==> src/rtl/pattern_moore_param_if.sv <==
// Bit-stream, configuration and status bundle for the parametrised Moore pattern recognizer.
// The master side drives stream/config and observes status; the slave side is the detector.
interface pattern_moore_param_if #(
  parameter int PAT_W = 2,
  parameter int CNT_W = 8
) ();
  logic             en;
  logic             a;
  logic             cfg_load;
  logic [PAT_W-1:0] cfg_pattern;
  logic [PAT_W-1:0] cfg_mask;
  logic             cfg_overlap;
  logic             clear_count;
  logic             y;
  logic [CNT_W-1:0] match_count;
  logic             count_sat;

  modport master (
    output en, a, cfg_load, cfg_pattern, cfg_mask, cfg_overlap, clear_count,
    input  y, match_count, count_sat
  );

  modport slave (
    input  en, a, cfg_load, cfg_pattern, cfg_mask, cfg_overlap, clear_count,
    output y, match_count, count_sat
  );
endinterface

==> src/rtl/pattern_moore_param.sv <==
// Moore serial pattern recognizer: programmable pattern/mask, overlap mode and a saturating
// match counter. Interface instance widths must agree with PAT_W / CNT_W.
//
//  state      | meaning
//  S_FILL     | fewer than PAT_W fresh bits accepted since load/reset/non-overlap hit
//  S_ARMED    | history full, last accepted bit did not complete a match
//  S_MATCHED  | last accepted bit completed a match (y = 1)
module pattern_moore_param #(
  parameter int               PAT_W       = 2,
  parameter int               CNT_W       = 8,
  parameter logic [PAT_W-1:0] DEF_PATTERN = PAT_W'(2'b01),
  parameter bit               DEF_OVERLAP = 1'b1
) (
  input logic                  clk,
  input logic                  reset,
  pattern_moore_param_if.slave bus
);
  localparam int               FILL_W  = $clog2(PAT_W + 1);
  localparam logic [FILL_W-1:0] FULL   = FILL_W'(PAT_W);
  localparam logic [CNT_W-1:0]  CNT_MAX = '1;

  typedef enum logic [1:0] {S_FILL, S_ARMED, S_MATCHED} state_t;

  state_t            state;
  logic [PAT_W-1:0]  hist;
  logic [FILL_W-1:0] fill;
  logic [PAT_W-1:0]  pattern;
  logic [PAT_W-1:0]  mask;
  logic              overlap;
  logic              y_q;
  logic [CNT_W-1:0]  count;
  logic              sat;

  logic [PAT_W-1:0]  nh;
  logic [FILL_W-1:0] nf;
  logic              hit;

  always_comb begin
    nh  = {hist[PAT_W-2:0], bus.a};
    nf  = (fill == FULL) ? FULL : fill + FILL_W'(1);
    hit = bus.en && !bus.cfg_load && (nf == FULL) && (((nh ^ pattern) & mask) == '0);
  end

  always_ff @(posedge clk) begin
    if (reset) begin
      state   <= S_FILL;
      hist    <= '0;
      fill    <= '0;
      pattern <= DEF_PATTERN;
      mask    <= '1;
      overlap <= DEF_OVERLAP;
      y_q     <= 1'b0;
      count   <= '0;
      sat     <= 1'b0;
    end else begin
      if (bus.cfg_load) begin
        pattern <= bus.cfg_pattern;
        mask    <= bus.cfg_mask;
        overlap <= bus.cfg_overlap;
        hist    <= '0;
        fill    <= '0;
        y_q     <= 1'b0;
        state   <= S_FILL;
      end else if (bus.en) begin
        hist <= nh;
        y_q  <= hit;
        // A non-overlapping hit discards the history so PAT_W fresh bits are needed
        fill <= (hit && !overlap) ? '0 : nf;
        if (hit)
          state <= S_MATCHED;
        else if (nf == FULL)
          state <= S_ARMED;
        else
          state <= S_FILL;
      end

      // Clear takes effect first; a hit on the same edge still counts
      if (bus.clear_count) begin
        count <= CNT_W'(hit);
        sat   <= 1'b0;
      end else if (hit) begin
        if (count == CNT_MAX) begin
          sat <= 1'b1;
        end else begin
          count <= count + CNT_W'(1);
          if (count == CNT_MAX - CNT_W'(1))
            sat <= 1'b1;
        end
      end
    end
  end

  assign bus.y           = y_q;
  assign bus.match_count = count;
  assign bus.count_sat   = sat;
endmodule

==> src/flat_wrapper.sv <==
// flat-port wrapper written by rule: the top's interface ports become plain ports
module pattern_moore_param_flat 
#(
  parameter int               PAT_W       = 2,
  parameter int               CNT_W       = 8,
  parameter logic [PAT_W-1:0] DEF_PATTERN = PAT_W'(2'b01),
  parameter bit               DEF_OVERLAP = 1'b1
)
  (clk, reset, bus_en, bus_a, bus_cfg_load, bus_cfg_pattern, bus_cfg_mask, bus_cfg_overlap, bus_clear_count, bus_y, bus_match_count, bus_count_sat);
  pattern_moore_param_if #(.PAT_W(PAT_W), .CNT_W(CNT_W)) bus_i ();
  input logic clk;
  input logic reset;
  input wire logic [$bits(bus_i.en)-1:0] bus_en;
  input wire logic [$bits(bus_i.a)-1:0] bus_a;
  input wire logic [$bits(bus_i.cfg_load)-1:0] bus_cfg_load;
  input wire logic [$bits(bus_i.cfg_pattern)-1:0] bus_cfg_pattern;
  input wire logic [$bits(bus_i.cfg_mask)-1:0] bus_cfg_mask;
  input wire logic [$bits(bus_i.cfg_overlap)-1:0] bus_cfg_overlap;
  input wire logic [$bits(bus_i.clear_count)-1:0] bus_clear_count;
  output wire logic [$bits(bus_i.y)-1:0] bus_y;
  output wire logic [$bits(bus_i.match_count)-1:0] bus_match_count;
  output wire logic [$bits(bus_i.count_sat)-1:0] bus_count_sat;
  assign bus_i.en = bus_en;
  assign bus_i.a = bus_a;
  assign bus_i.cfg_load = bus_cfg_load;
  assign bus_i.cfg_pattern = bus_cfg_pattern;
  assign bus_i.cfg_mask = bus_cfg_mask;
  assign bus_i.cfg_overlap = bus_cfg_overlap;
  assign bus_i.clear_count = bus_clear_count;
  assign bus_y = bus_i.y;
  assign bus_match_count = bus_i.match_count;
  assign bus_count_sat = bus_i.count_sat;
  pattern_moore_param #(.PAT_W(PAT_W), .CNT_W(CNT_W), .DEF_PATTERN(DEF_PATTERN), .DEF_OVERLAP(DEF_OVERLAP)) u_core (.clk(clk), .reset(reset), .bus(bus_i));
endmodule
==> config.mk <==
export PLATFORM = sky130hd
export DESIGN_NAME = pattern_moore_param_flat
export DESIGN_NICKNAME = d
export VERILOG_FILES = /design/src/rtl/pattern_moore_param_if.sv /design/src/rtl/pattern_moore_param.sv /design/src/flat_wrapper.sv
export SDC_FILE = /design/constraint.sdc
export NUM_CORES = 1
export LEC_CHECK = 0
export ABC_AREA = 1
export ABC_CLOCK_PERIOD_IN_PS = 1400
export CORE_AREA = 4 4 57 59
export CTS_BUF_LIST = sky130_fd_sc_hd__clkbuf_8 sky130_fd_sc_hd__clkbuf_16
export DETAILED_ROUTE_END_ITERATION = 8
export DIE_AREA = 0 0 61 63
export GPL_TIMING_DRIVEN = 0
export HOLD_SLACK_MARGIN = 0.05
export SLEW_MARGIN = 0
export SYNTH_ARGS = -nofsm -noshare
export SYNTH_HDL_FRONTEND = slang
export SYNTH_SLANG_ARGS = --single-unit
export TNS_END_PERCENT = 20
==> constraint.sdc <==
create_clock -name clk -period 1.4 [get_ports clk]
set_input_delay 0.35 -clock clk [delete_from_list [all_inputs] [get_ports clk]]
set_output_delay 0.35 -clock clk [all_outputs]
set_load 0.02 [all_outputs]
== Word-level counts from Yosys, hierarchy flattened ==
Cells that the tools add are included.
W data, S select, Z words.
Operators by class
  $add $sub $neg: 2
  eq/ne operators: 5
  multiplexer cells: 7
  bitwise logic cells: 3
  reduce and logical (&&, ||, !) cells: 14
Operators with widths (count)
  $eq A8 B8 Y1 const B: 2
  $add A8 B1 Y8 const B: 1
  $reduce_and A2 Y1: 3
  $mux W1: 5
  $eq A2 B2 Y1 const B: 2
  $logic_and A1 B1 Y1: 4
  $mux W2: 2
  $reduce_bool A2 Y1: 2
  $reduce_or A2 Y1: 2
  $add A2 B1 Y2 const B: 1
  $and A2 B2 Y2: 1
  $logic_not A1 Y1: 2
  $logic_not A2 Y1: 1
  $ne A2 B2 Y1 const B: 1
  $xor A2 B2 Y2: 1
  $not A1 Y1: 1
Storage, ports and cells
  flip-flop bits (word level): 18
  output and inout port bits: 10
  logic and storage cells: 40

== Logic depth before layout (Yosys ltp) ==
  depth after elaboration: 7
  depth in mapped cells: 10
  depth with buffers taken out: 10

== Worst setup path after synthesis ==
OpenSTA, ideal clock, no wires.
  path type: register to register
  from: register u_core.count[1], in the netlist u_core.bus.match_count[1]
  to: register u_core.count[0], in the netlist u_core.bus.match_count[0]
  library setup time: 113 ps
  data arrival time: 1378 ps
  data required time: 1287 ps
  slack: -91 ps
  cell stages (with the launch flop): 9
  cell sequence: dfxtp_1 ha_1 inv_1 nor2_4 nand2_4 nor2_1 nor2_2 nor2_1 nor2_1
Between the ends
  cells in the longest elaborated chain, start to end: 3
RTL lines
  start: declaration: RTL line pattern_moore_param.sv:31  | logic [CNT_W-1:0] count;
  start signal: assignment: RTL line pattern_moore_param.sv:79  | count <= CNT_W'(hit);
  start signal: assignment: RTL line pattern_moore_param.sv:85  | count <= count + CNT_W'(1);
  $eq A8 B8 Y1: RTL line pattern_moore_param.sv:82  | if (count == CNT_MAX) begin
  $ne A2 B2 Y1 (no source line)
  $reduce_and A2 Y1 (no source line)
Every way passes these cells.
A chain may end at the register's enable or synchronous reset.

== Worst setup path in the final report ==
  from: register u_core.fill[1]
  to: register u_core.count[6], in the netlist u_core.bus.match_count[6]
Between the ends
  cells in the longest elaborated chain, start to end: 6
  elaborated cells on any way between the ends: 7
  classes of those cells: add/sub: 1; eq/ne: 2; mux: 1; reduce/logical: 3
RTL lines
  start: declaration: RTL line pattern_moore_param.sv:26  | logic [FILL_W-1:0] fill;
  start signal: assignment: RTL line pattern_moore_param.sv:68  | fill <= (hit && !overlap) ? '0 : nf;
  $add A2 B1 Y2 or $eq A2 B2 Y1 (tied branches): RTL line pattern_moore_param.sv:40  | nf = (fill == FULL) ? FULL : fill + FILL_W'(1);
  $mux W2 (*): RTL line pattern_moore_param.sv:40
  $eq A2 B2 Y1 (*): RTL line pattern_moore_param.sv:41  | hit = bus.en && !bus.cfg_load && (nf == FULL) && (((nh ^ pattern) & mask) == '0);
  $logic_and A1 B1 Y1 (*) (2 in series): RTL line pattern_moore_param.sv:41
  $reduce_and A2 Y1 (no source line) (*)
Mark *: on every way between the ends. The rest lies on a longest branch, timed or not.

==> impl_metrics.tcl <==
set metrics [dict create \
    status "finished with violations" \
    violations "setup timing" \
    seqPwrFrac 0.493 \
    p_per_area_mw_per_mm2 792.6 \
    worstPathArrival_ns 1.67 \
    antenna_found_initial 0 \
    max_cap_viol_count 0 \
    synthTopCellsByCount "nand2_1, dfxtp_1, nor2_1" \
    crit_cells 8 \
    routed_wl_mm 2.263 \
    worst-path-buf-inv 1 \
    postSynthCellCount 146 \
    cts.path.max_buffers 2 \
    die_w_um 61 \
    leakagePower_nw 0.5372 \
    vias_per_cell 4.880 \
    synth_area_leaders "dfxtp_1, nand2_1, a21oi_1" \
    post-route-period-util 1.062 \
    synth_ff_type "dfxtp_1" \
    crit_type "flip-flop to flip-flop" \
    cp-end-kind "flip-flop" \
    fmax_mhz 672.7 \
    cts_setup_buffers 0 \
    tightest_slew_ns 0.3462 \
    grt_max_degree 11 \
    yosysTopAreaCellShare 0.3587 \
    vdd_drop_max_mv 0.5734 \
    p_comb_frac 0.110 \
    r2r_start "u_core.fill[1]$_SDFFE_PP0P_" \
    swShare 0.2387 \
    dieArea_mm2 0.003843 \
    wire_per_inst_um 11.32 \
    rows 19 \
    cpMostUsedCell "nor2_4" \
    yosysSeqAreaShare 0.3587 \
    drive_gt1_frac 0.2426 \
    critPathRequiredTime_ns 1.59 \
    start_util 0.3707 \
    hp-class "input pin to flip-flop" \
    preCtsSetupSlack_ns -0.3485 \
    setup.worst_path.start "u_core.fill[1]$_SDFFE_PP0P_" \
    rsz0062_at_grt "yes" \
    gp_congestion 0.7974 \
    hold_violations 0 \
    power.switching_w 0.0002588 \
    drc 0 \
    core_mm2 0.002710 \
    synth_top_area_cell "dfxtp_1" \
    vias 976 \
    synth_warnings 0 \
    synth.distinct_cells 21 \
    r2r-end "u_core.bus.match_count[6]$_SDFFE_PP0P_" \
    ctsHoldBuffers 0 \
    clkPwrFrac 0.398 \
    grt_pass1_wl_mm 3.767 \
    first_iter_violations 19 \
    p_int_w 0.0008252 \
    cts_buffers 3 \
    cts.clk_slew.worst_paths_ns 0.08 \
    skew_ns 0.007712 \
    yosysMostFrequentCell "nand2_1" \
    slowest_delay_ns 0.34 \
    ant_nets 0 \
    cp-start-kind "flip-flop" \
    antenna_cells 0 \
    power_w 0.001084 \
    grt_pass1_vias 884 \
    yosys_register_bits 18 \
    firstDrtPassIters 4 \
    rrSetupSlack_ns -0.09 \
    die_h_um 63 \
    path_max_fanout 8 \
    pin_count 21 \
    setup_slack_ns -0.08661 \
    cts.htree.levels 1 \
    dpl.hpwl_mm 1.699 \
    slowest_stage "dfxtp_2" \
    clkLatencyLatePin_ns 0.26 \
    final_nets 184 \
    reg2regPathDepth 8 \
    final_max_slew_viol_count 0 \
    crit_family "simple AND/OR/NAND/NOR gates" \
    syn_nets 160 \
    grt_overflow 0 \
    synth_edf_count 0 \
    cts_tree "yes" \
    syn_to_final_growth_pct 36.11 \
    syn_avg_cell_area_um2 6.882 \
    fin_crit_ns 1.487 \
    relSlewSlack 0.7683 \
    synthArstFlopShare 0 \
    cts_root_buffer "clkbuf_8" \
    clkSinkCount 18 \
    crit_chain "inv_2 > ha_4 > nand2_4 > nor2_4 > o21ai_2 > nor2_4 > nand3_2 > a21oi_2" \
    synth_area_mm2 0.001005 \
    grt_usage 0.1248 \
    setup_viol 7 \
    portBuffers 19 \
    critPathCapture "u_core.bus.match_count[6]$_SDFFE_PP0P_" \
]
==> power by group through the flow <==
stage | Combinational (W) | Sequential (W) | Clock [W]
CTS | 0.000109 | 0.000533 | 0.000445
global placement | 0.000105 | 0.000544 | 0
finish | 0.000119 | 0.000534 | 0.000431
global route | 0.000133 | 0.000535 | 0.000454
floorplan | 0.0000636 | 0.000544 | 0
detailed placement | 0.000108 | 0.000545 | 0
==> placed cells by master, fill, tap and decap left out, drive strengths merged <==
| cell | synthesis | final |
|---|---|---|
| nor2 | 24 | 24 |
| dfxtp | 18 | 18 |
| nand3b | 2 | 2 |
| nor3 | 1 | 1 |
| inv | 18 | 18 |
| o21ai | 6 | 6 |
| nand4 | 2 | 2 |
| clkbuf | 0 | 5 |
| clkdlybuf4s15 | 0 | 5 |
| dlygate4sd2 | 0 | 5 |
| clkdlybuf4s50 | 0 | 8 |
| buf | 1 | 1 |
| ha | 3 | 3 |
| xor2 | 1 | 1 |
| nand2 | 43 | 43 |
| nand3 | 13 | 13 |
| a21oi | 14 | 14 |
==> area by class of cell <==
class	instances	area, um^2
Fill cell	272	1343
Multi-Input combinational cell	109	653.1
Sequential cell	18	366.6
Timing Repair Buffer	19	181.4
Inverter	18	67.56
Clock buffer	4	55.05
Tap cell	31	38.79
Buffer	1	5.005
==> state kept, by name (all words and copies together) (netlist names) <==
signal	cells
u_core.overlap	1
u_core.bus.count_sat	1
u_core.fill	2
u_core.bus.match_count	8
u_core.hist	1
u_core.pattern	2
u_core.mask	2
u_core.bus.y	1
==> logic make-up (layout without fill, tap and decap cells) <==
family	count (synthesis)	after routing	synth area share
simple gates	85	85	0.4234
compound gates	20	20	0.09963
buf+inv	19	42	0.07223
flops	18	18	0.3587
fa+ha+maj	3	3	0.03736
xor+xnor	1	1	0.008719
==> worst reg2reg max path: stages (launching register included) <==
cell and delay, ns:
dfxtp_2 0.34, inv_2 0.04, ha_4 0.26, nand2_4 0.06
nor2_4 0.13, o21ai_2 0.08, nor2_4 0.26, nand3_2 0.12
a21oi_2 0.14
==> metal layers <==
layer  up-vias  GRT usage  part of all wire
li1        511          -                 -
met1       436     0.1582              0.43
met2        23     0.2005              0.49
met3         6    0.02686             0.053
met4         0    0.04878             0.019
met5         -          0                 0
==> repair_timing <==
action	in CTS	in global routing
gates resized for setup	17	24
setup endpoints to repair	21	16
pin swaps	0	8
==> worst min-delay path by stage <==
| stage | start | slack, ns | to | cells past startpoint |
|---|---|---|---|---|
| floorplan | u_core.mask[0]$_SDFFE_PP1P_ | 0.43 | u_core.mask[0]$_SDFFE_PP1P_ | 2 |
| global placement | u_core.mask[1]$_SDFFE_PP1P_ | 0.44 | u_core.mask[1]$_SDFFE_PP1P_ | 2 |
| detailed placement | u_core.mask[1]$_SDFFE_PP1P_ | 0.45 | u_core.mask[1]$_SDFFE_PP1P_ | 2 |
| CTS | bus_cfg_load | 0.42 | u_core.overlap$_SDFFE_PP1P_ | 2 |
| global route | bus_cfg_load | 0.43 | u_core.overlap$_SDFFE_PP1P_ | 2 |
| finish | bus_cfg_load | 0.42 | u_core.overlap$_SDFFE_PP1P_ | 2 |
==> stage by stage <==
stage | setup TNS [ns] | cell area [um^2] | hold WS, ns | utilization | std cells
global placement | -3.577 | 1236 | 0.4435 | 0.4561 | 196
finish | -0.3812 | 1368 | 0.4178 | 0.5046 | 200
CTS | -0.2039 | 1289 | 0.4162 | 0.4755 | 200
floorplan | 0 | 1007 | 0.4292 | - | 146
global route | -1.168 | 1368 | 0.4342 | 0.5046 | 200
detailed placement | -3.827 | 1236 | 0.4536 | 0.4561 | 196
Note: power is estimated with default switching activity, not from simulation.
